[config.mk]
export PLATFORM = sky130hd
export DESIGN_NAME = irda_bit_sync_p
export DESIGN_NICKNAME = d
export VERILOG_FILES = /design/src/rtl/irda_bit_sync_p.sv
export SDC_FILE = /design/constraint.sdc
export NUM_CORES = 1
export LEC_CHECK = 0
export BUFFER_PORTS_ARGS = -buffer_cell sky130_fd_sc_hd__buf_2
export CAP_MARGIN = 20
export CORE_ASPECT_RATIO = 1.2
export CORE_MARGIN = 2
export CORE_UTILIZATION = 50
export CTS_CLUSTER_SIZE = 14
export DETAILED_ROUTE_END_ITERATION = 10
export PLACE_DENSITY = 0.68
export SKIP_CTS_REPAIR_TIMING = 1
export SLEW_MARGIN = 25
export SYNTH_ARGS = -nofsm -noshare
export SYNTH_HDL_FRONTEND = slang
export SYNTH_SLANG_ARGS = --single-unit
[constraint.sdc]
create_clock -name clk -period 7.3 [get_ports clk]
set_input_delay 1.46 -clock clk [delete_from_list [all_inputs] [get_ports clk]]
set_output_delay 1.46 -clock clk [all_outputs]
set_load 0.1 [all_outputs]
[src/rtl/irda_bit_sync_p.sv]
// IrDA bit synchronizer: hunts for a rising edge, confirms it, then tracks
// bit-cell phase at OSR samples per bit. It makes a majority decision near
// cell centre and nudges the phase by one sample when edges arrive late or early.
module irda_bit_sync_p #(
  parameter int unsigned OSR       = 5,
  parameter int unsigned LOSS_BITS = 16,
  parameter bit          TRACK_EN  = 1'b1
) (
  input  logic clk,
  input  logic wb_rst_i,
  input  logic bs_restart,
  input  logic rx_i,
  input  logic fast_enable,
  input  logic invert,
  output logic bs_o,
  output logic bs_valid_o,
  output logic locked_o,
  output logic realign_o
);

  localparam int unsigned CENTER = OSR / 2;
  localparam int unsigned DEC    = CENTER + 1;
  localparam int unsigned PhW    = $clog2(OSR);
  localparam int unsigned OnesW  = $clog2(CENTER + 1);
  localparam int unsigned LossW  = $clog2(LOSS_BITS + 1);

  localparam logic [PhW-1:0]   PhDec   = PhW'(DEC);
  localparam logic [PhW-1:0]   PhLast  = PhW'(OSR - 1);
  localparam logic [PhW-1:0]   PhOne   = PhW'(1);
  localparam logic [OnesW-1:0] OnesLck = OnesW'(CENTER);
  localparam logic [LossW-1:0] LossMax = LossW'(LOSS_BITS);

  typedef enum logic [1:0] {
    StHuntLow,
    StHuntHigh,
    StConfirm,
    StTrack
  } state_e;

  state_e           state_q, state_d;
  logic [PhW-1:0]   ph_q, ph_d;
  logic [OnesW-1:0] ones_q, ones_d;
  logic [LossW-1:0] loss_q, loss_d;
  logic [2:0]       sh_q, sh_d;
  logic             cell_edge_q, cell_edge_d;
  logic             bs_q, bs_d;
  logic             valid_q, valid_d;
  logic             realign_q, realign_d;

  logic rx_s;
  logic edge_s;
  logic maj_s;

  // Polarity-corrected sample, edge versus previous sample, and 3-sample majority.
  assign rx_s   = rx_i ^ invert;
  assign edge_s = rx_s ^ sh_q[0];
  assign maj_s  = (rx_s & sh_q[0]) | (rx_s & sh_q[1]) | (sh_q[0] & sh_q[1]);

  // Next-state logic: everything advances only on a fast_enable strobe; pulses self-clear.
  always_comb begin
    state_d     = state_q;
    ph_d        = ph_q;
    ones_d      = ones_q;
    loss_d      = loss_q;
    sh_d        = sh_q;
    cell_edge_d = cell_edge_q;
    bs_d        = bs_q;
    valid_d     = 1'b0;
    realign_d   = 1'b0;

    if (fast_enable) begin
      sh_d = {sh_q[1:0], rx_s};
      unique case (state_q)
        StHuntLow: begin
          if (!rx_s) state_d = StHuntHigh;
        end
        StHuntHigh: begin
          // The rising-edge sample is phase 0 of a bit cell.
          if (rx_s) begin
            state_d = StConfirm;
            ph_d    = '0;
            ones_d  = OnesW'(1);
          end
        end
        StConfirm: begin
          if (!rx_s) begin
            state_d = StHuntHigh;
            ph_d    = '0;
            ones_d  = '0;
          end else if (ones_q == OnesLck) begin
            // This sample sits at phase CENTER; the next one is the decision phase.
            // The confirmed rising edge belongs to the current cell.
            state_d     = StTrack;
            ph_d        = PhDec;
            ones_d      = '0;
            loss_d      = '0;
            cell_edge_d = 1'b1;
          end else begin
            ph_d   = ph_q + PhOne;
            ones_d = ones_q + OnesW'(1);
          end
        end
        StTrack: begin
          ph_d = (ph_q == PhLast) ? '0 : ph_q + PhOne;

          if (ph_q == PhDec) begin
            bs_d    = maj_s;
            valid_d = 1'b1;
          end

          if (edge_s) begin
            loss_d      = '0;
            cell_edge_d = 1'b1;
            // Late (ph=1) or early (ph=OSR-1) edge: treat this sample as phase 0.
            if (TRACK_EN && ((ph_q == PhOne) || (ph_q == PhLast))) begin
              ph_d      = PhOne;
              realign_d = 1'b1;
            end
          end

          if (ph_q == PhLast) begin
            if (!edge_s && !cell_edge_q && (loss_q != LossMax)) loss_d = loss_q + LossW'(1);
            // An edge on the wrap sample starts the new cell, so it counts there.
            cell_edge_d = edge_s;
          end

          if (loss_d == LossMax) begin
            state_d     = StHuntLow;
            ph_d        = '0;
            loss_d      = '0;
            cell_edge_d = 1'b0;
            bs_d        = 1'b0;
            valid_d     = 1'b0;
            realign_d   = 1'b0;
          end
        end
      endcase
    end
  end

  // State register: asynchronous reset, then synchronous restart with priority.
  always_ff @(posedge clk or posedge wb_rst_i) begin
    if (wb_rst_i) begin
      state_q     <= StHuntLow;
      ph_q        <= '0;
      ones_q      <= '0;
      loss_q      <= '0;
      sh_q        <= '0;
      cell_edge_q <= 1'b0;
      bs_q        <= 1'b0;
      valid_q     <= 1'b0;
      realign_q   <= 1'b0;
    end else if (bs_restart) begin
      state_q     <= StHuntLow;
      ph_q        <= '0;
      ones_q      <= '0;
      loss_q      <= '0;
      sh_q        <= '0;
      cell_edge_q <= 1'b0;
      bs_q        <= 1'b0;
      valid_q     <= 1'b0;
      realign_q   <= 1'b0;
    end else begin
      state_q     <= state_d;
      ph_q        <= ph_d;
      ones_q      <= ones_d;
      loss_q      <= loss_d;
      sh_q        <= sh_d;
      cell_edge_q <= cell_edge_d;
      bs_q        <= bs_d;
      valid_q     <= valid_d;
      realign_q   <= realign_d;
    end
  end

  assign bs_o       = bs_q;
  assign bs_valid_o = valid_q;
  assign locked_o   = (state_q == StTrack);
  assign realign_o  = realign_q;

endmodule

; Word level (Yosys, flattened, before mapping)
; Index checks and enable logic that the tools add are counted.
[totals]
elab_cells = 114
output_inout_bits = 4
reg_bits = 18
in_bits = 6
[classes]
bitwise_logic = 7
addsub = 3
reduce_logical = 18
n_eq_ne = 16
n_mux = 61
[ops]
columns = cell, n
row1 = $mux W5, 10
row2 = $mux W2, 14
row3 = $mux W3, 9
row4 = $mux W1, 23
row5 = $ne A3 B3 Y1 const B, 4
row6 = $pmux W5 S2, 1
row7 = $reduce_and A5 Y1, 2
row8 = $pmux W3 S3, 1
row9 = $reduce_and A3 Y1, 3
row10 = $reduce_bool A3 Y1, 3
row11 = $pmux W2 S4, 1
row12 = $eq A2 B2 Y1 const B, 3
row13 = $add A5 B1 Y5 const B, 1
row14 = $eq A5 B5 Y1 const B, 1
row15 = $ne A5 B2 Y1 const B, 1
row16 = $ne A5 B5 Y1 const B, 1
row17 = $ne A4 B4 Y1 const B, 1
row18 = $pmux W2 S2, 1
row19 = $reduce_and A4 Y1, 1
row20 = $reduce_bool A2 Y1, 2
row21 = $reduce_bool A4 Y1, 1
row22 = $add A3 B1 Y3 const B, 1
row23 = $and A1 B1 Y1, 3
row24 = $eq A3 B1 Y1 const B, 1
row25 = other kinds (12), 16

; Logic depth before layout (Yosys ltp)
[logic_depth]
word_depth = 14
ltp_mapped = 10
ltp_nobuf = 9

; Worst setup path before layout
; No wires, ideal clock.
[synth_timing]
path_kind = input-to-reg
from = in invert
to = reg state_q[1]
required_ps = 7223
t_arrival_ps = 3988
setup_ps = 77
slack_ps = 3235
cell_stages = 9
n_path_buf = 1
cell_sequence = xnor2_1 -> inv_1 -> ha_1 -> buf_12 -> or4_1 -> a221oi_2 -> o311ai_4 -> a2111o_1 -> a21oi_1
[synth_via]
elab_chain_len = 12
word_cells_on_any_way = 20
classes_between = eq/ne: 5 / mux: 9 / bitwise: 2 / reduce/logical: 4
[synth_lines]
columns = element, line_no
row1 = start: declaration, 14  ; input logic invert,
row2 = $xor A1 B1 Y1 *, 55  ; assign rx_s = rx_i ^ invert;
row3 = $xor A1 B1 Y1, 56  ; assign edge_s = rx_s ^ sh_q[0];
row4 = $logic_not A1 Y1, 122  ; if (!edge_s && !cell_edge_q && (loss_q != LossMax)) loss_d = loss_q + LossW'(1);
row5 = $logic_and A1 B1 Y1 (2 in series), 122
row6 = $mux W5, 122
row7 = $mux W5, 121  ; if (ph_q == PhLast) begin
row8 = $mux W5, 73  ; unique case (state_q)
row9 = $mux W5, 71  ; if (fast_enable) begin
row10 = $eq A5 B5 Y1, 127  ; if (loss_d == LossMax) begin
row11 = $ne A3 B2 Y1 (no source line), n/a
row12 = $reduce_and A5 Y1 (no source line), n/a
row13 = end signal: assignment, 144  ; state_q <= StHuntLow;
row14 = end signal: assignment, 154  ; state_q <= StHuntLow;
row15 = end signal: assignment, 164  ; state_q <= state_d;
row16 = end: declaration, 40  ; state_e state_q, state_d;
; Every way passes the cells marked *; elsewhere a longest branch is shown, timed or not. The select of a mux whose other input is x is not followed.
; A chain may end at the register's enable or synchronous reset.

; Worst setup path after layout
; Ends and elaborated chain as after synthesis.

==> metrics.md <==
| Metric | Value |
|---|---|
| Max-slew violation count | `0` |
| Post-Synth Simple-Gate Area | `0.2075` |
| Post-Syn Instances | `between 150 and 200` |
| Synth Cell Area | `around 1400 um2` |
| Crit start category | `primary input` |
| Min cycle time layout | `4.089 ns` |
| Worst Hold Class | `reg2reg` |
| Clk sinks | `18` |
| Outcome | `complete, no violations` |
| Worst path cell trace | `buf_2, xnor2_1, inv_1, ha_1, or4_1, a221oi_2, o311ai_4, a2111o_1, a21oi_1` |
| Max-Cap Viols | `0` |
| First-pass GRT wire length | `4995 um` |
| Flop2flop setup slack | `4.48 ns` |
| Filler Cell Count | `about 260` |
| Slew @ Worst Pin | `between 0.7 and 0.8 ns` |
| Row count | `20` |
| Htree depth | `1` |
| Number of synthesized register bits | `18` |
| CTS Root Cell | `clkbuf_4` |
| Worst Path Buf+Inv | `2` |
| Mapped Nets | `172` |
| Syn-to-layout area delta | `3.594%` |
| Dominant synthesized flop cell | `dfrtp_1` |
| Clock Skew | `roughly 0.0047 ns` |
| Drt drc | `0` |
| Async set-reset flop share out of synthesis | `1.000` |
| Tot GR Track Use | `0.2067` |
| Ports | `10` |
| CP Max Fanout | `9` |
| CP delay by family, top | `compound AO/OA/AOI/OAI gates` |
| Routed via count | `about 1100` |
| Synth Area in XOR/XNOR | `0.006289` |
| RePlAce Congestion | `around 0.89` |
| Leakage | `roughly 0.61 nW` |
| Yosys warns | `0` |
| Die ar. | `around 3200 um2` |
| CP max stage delay | `just under 0.6 ns` |
| DR vias/cell | `5.948` |
| Power per cell area | `roughly 180 nW/um2` |
| Post-Synth Adder-Cell Area | `0.09883` |
| Worst r2r path cells | `8` |
| CTS tree | `done` |
| Post-synthesis area per instance | `~9 um2` |
| Synth top area share | `0.3235` |
| Critical path depth in cells | `9` |
| Hold Path Sink | `ones_q[0]$_DFFE_PP0P_` |
| Area leader, netlist | `dfrtp_1` |
| Total congestion overflow | `0` |
| Core area | `around 2600 um2` |
| Hold Crit Depth | `2` |
| Commonest non-fill, non-tap cell in the layout | `dfrtp_1` |
| Max IR drop VDD | `around 120 uV` |
| Slew margin rel. | `0.5212` |
| Final worst setup slack | `around 3.2 ns` |
| Hold Path Origin | `ones_q[0]$_DFFE_PP0P_` |
| ANT cells | `0` |
| Hold Fails Final Rpt | `0` |
| Synth Area in Compound Gates | `0.2579` |
| Clock Path Buffers | `2` |
| Fin crit share | `0.5601` |
| IO buf count | `9` |
| Initial core utilization | `0.5351` |
| Post-synth cell types | `51` |
| Per-cell routed wire length | `around 15 um` |
| Crit path DAT | `approximately 4.3 ns` |
| Number of synthesized flops with an enable pin | `0` |
| Clk_lat worst skew | `about 0.29 ns` |
| Post-Route WL | `~2800 um` |
| Register area share after synthesis | `0.3235` |
| CP required | `between 7 and 8 ns` |
| Tot Pwr | `approximately 0.26 mW` |
| DR iter-0 viols | `19` |
| Crit. End Element | `flop` |
| Die X-Extent | `approximately 52 um` |
| FMAX | `approximately 240 MHz` |
| Setup CP Type | `in2reg` |
| RSZ-0062 raised after global routing | `false` |
| DRT Pass-1 Iters | `4` |
| Initial antenna violation count | `0` |
| Largest family of logic cells by synthesized area | `compound AO/OA/AOI/OAI gates` |
| R2r startpoint | `loss_q[1]$_DFFE_PP0P_` |
| Die H | `slightly above 60 um` |
| DP HPWL | `2123 um` |
| Mux cell area share after synthesis | `0.02875` |
| Final nets | `between 150 and 200` |
| Clk slew on worst S/H paths | `0.10 ns` |
| Largest net degree at the start of global routing | `19` |
| Post-placement setup slack | `around 2.9 ns` |
| Slowest stage cell, crit path | `or4_1` |
| Final setup viols | `0` |
| Share of cells above drive strength 1 | `0.1563` |
| Vias in the first global route | `roughly 1100` |
| Total negative slack | `0 ns` |
| R2r endpoint | `state_q[0]$_DFFE_PP0P_` |
| Post-route ant nets | `0` |
| Largest cells by area after synthesis | `dfrtp_1, ha_1, a21oi_1` |
| Commonest cells after routing, fill and taps aside | `dfrtp_1, nand2_1, inv_1, a21oi_1` |
| CTS buffer count | `3` |
-- logic make-up (layout without fill, tap and decap cells) --
group / after synthesis / in the layout
xor gates and xnor gates: 1 / 1
and+or+nand+nor: 52 / 52
DFF: 18 / 18
muxes: 3 / 3
AOI/OAI and AO/OA: 50 / 50
buffers and inverters: 20 / 25
adders and majority gates: 11 / 11
-- how the worst max path moves through the flow --
stage | from | endpoint | slack [ns]
2_1_floorplan | invert | state_q[1]$_DFFE_PP0P_ | 3.23
3_3_place_gp | invert | state_q[1]$_DFFE_PP0P_ | 2.96
3_5_place_dp | invert | state_q[1]$_DFFE_PP0P_ | 2.86
4_1_cts | invert | state_q[1]$_DFFE_PP0P_ | 3.18
5_1_grt | invert | state_q[1]$_DFFE_PP0P_ | 3.01
6_report | invert | state_q[1]$_DFFE_PP0P_ | 3.21
-- cell usage after synthesis (2+ instances only) --
master / instances
mux2_4: 2
o21a_1: 4
nor2_1: 10
nor3b_1: 2
inv_1: 13
nand3_1: 2
buf_4: 2
nand2_1: 13
nand4_1: 2
or2_2: 2
dfrtp_1: 18
clkbuf_1: 2
ha_1: 11
o21ai_0: 11
a21oi_1: 13
a22o_1: 2
a31oi_1: 2
o31ai_1: 3
nand2b_1: 4
nor2b_1: 2
a211oi_1: 3
nor4_1: 2
nor3_1: 2
-- tightest hold or removal path, stage by stage (launching register included) --
cell and delay, ns:
dfrtp_1 0.38, nand2_1 0.06, o31ai_1 0.06
-- flip-flops by register name (all words and copies together), names as in the netlist --
register     count
loss_q           5
ph_q             3
ones_q           2
sh_q             2
state_q          2
bs_o             1
bs_valid_o       1
cell_edge_q      1
realign_o        1
-- metrics by stage --
stage / instances / hold slack, ns / utilization / cell area, um2
after floorplan: 155 / 0.4753 / - / 1393
after global routing: 193 / 0.5684 / 0.5543 / 1443
final: 193 / 0.5249 / 0.5543 / 1443
after global placement: 190 / 0.4951 / 0.5457 / 1420
after detailed placement: 190 / 0.5103 / 0.5457 / 1420
after CTS: 193 / 0.5320 / 0.5543 / 1443
-- area by class of cell --
type / count / area (um2) / share of cell area
clock buffers: 3 / 22.52 / 0.01561
inverters: 13 / 48.80 / 0.03382
multi-input cells: 117 / 834.6 / 0.5785
flip-flops and latches: 18 / 450.4 / 0.3122
well taps: 33 / 41.29 / 0.02862
repair buffers: 9 / 45.04 / 0.03122
-- metal layers --
| layer | track usage | share of wire | vias to the layer above |
|---|---|---|---|
| met4 | 0.08791 | 0.016 | 0 |
| met2 | 0.3599 | 0.49 | 18 |
| met3 | 0.02153 | 0.022 | 5 |
| met1 | 0.2636 | 0.47 | 551 |
| li1 | - | - | 574 |
| met5 | 0 | 0 | - |
-- power breakdown --
| group | total, mW | switching [mW] | internal [mW] |
|---|---|---|---|
| combinational | 0.0939 | 0.0560 | 0.0379 |
| clock | 0.0488 | 0.0296 | 0.0192 |
| sequential | 0.118 | 0.0102 | 0.108 |
Note: power is estimated with default switching activity, not from simulation.
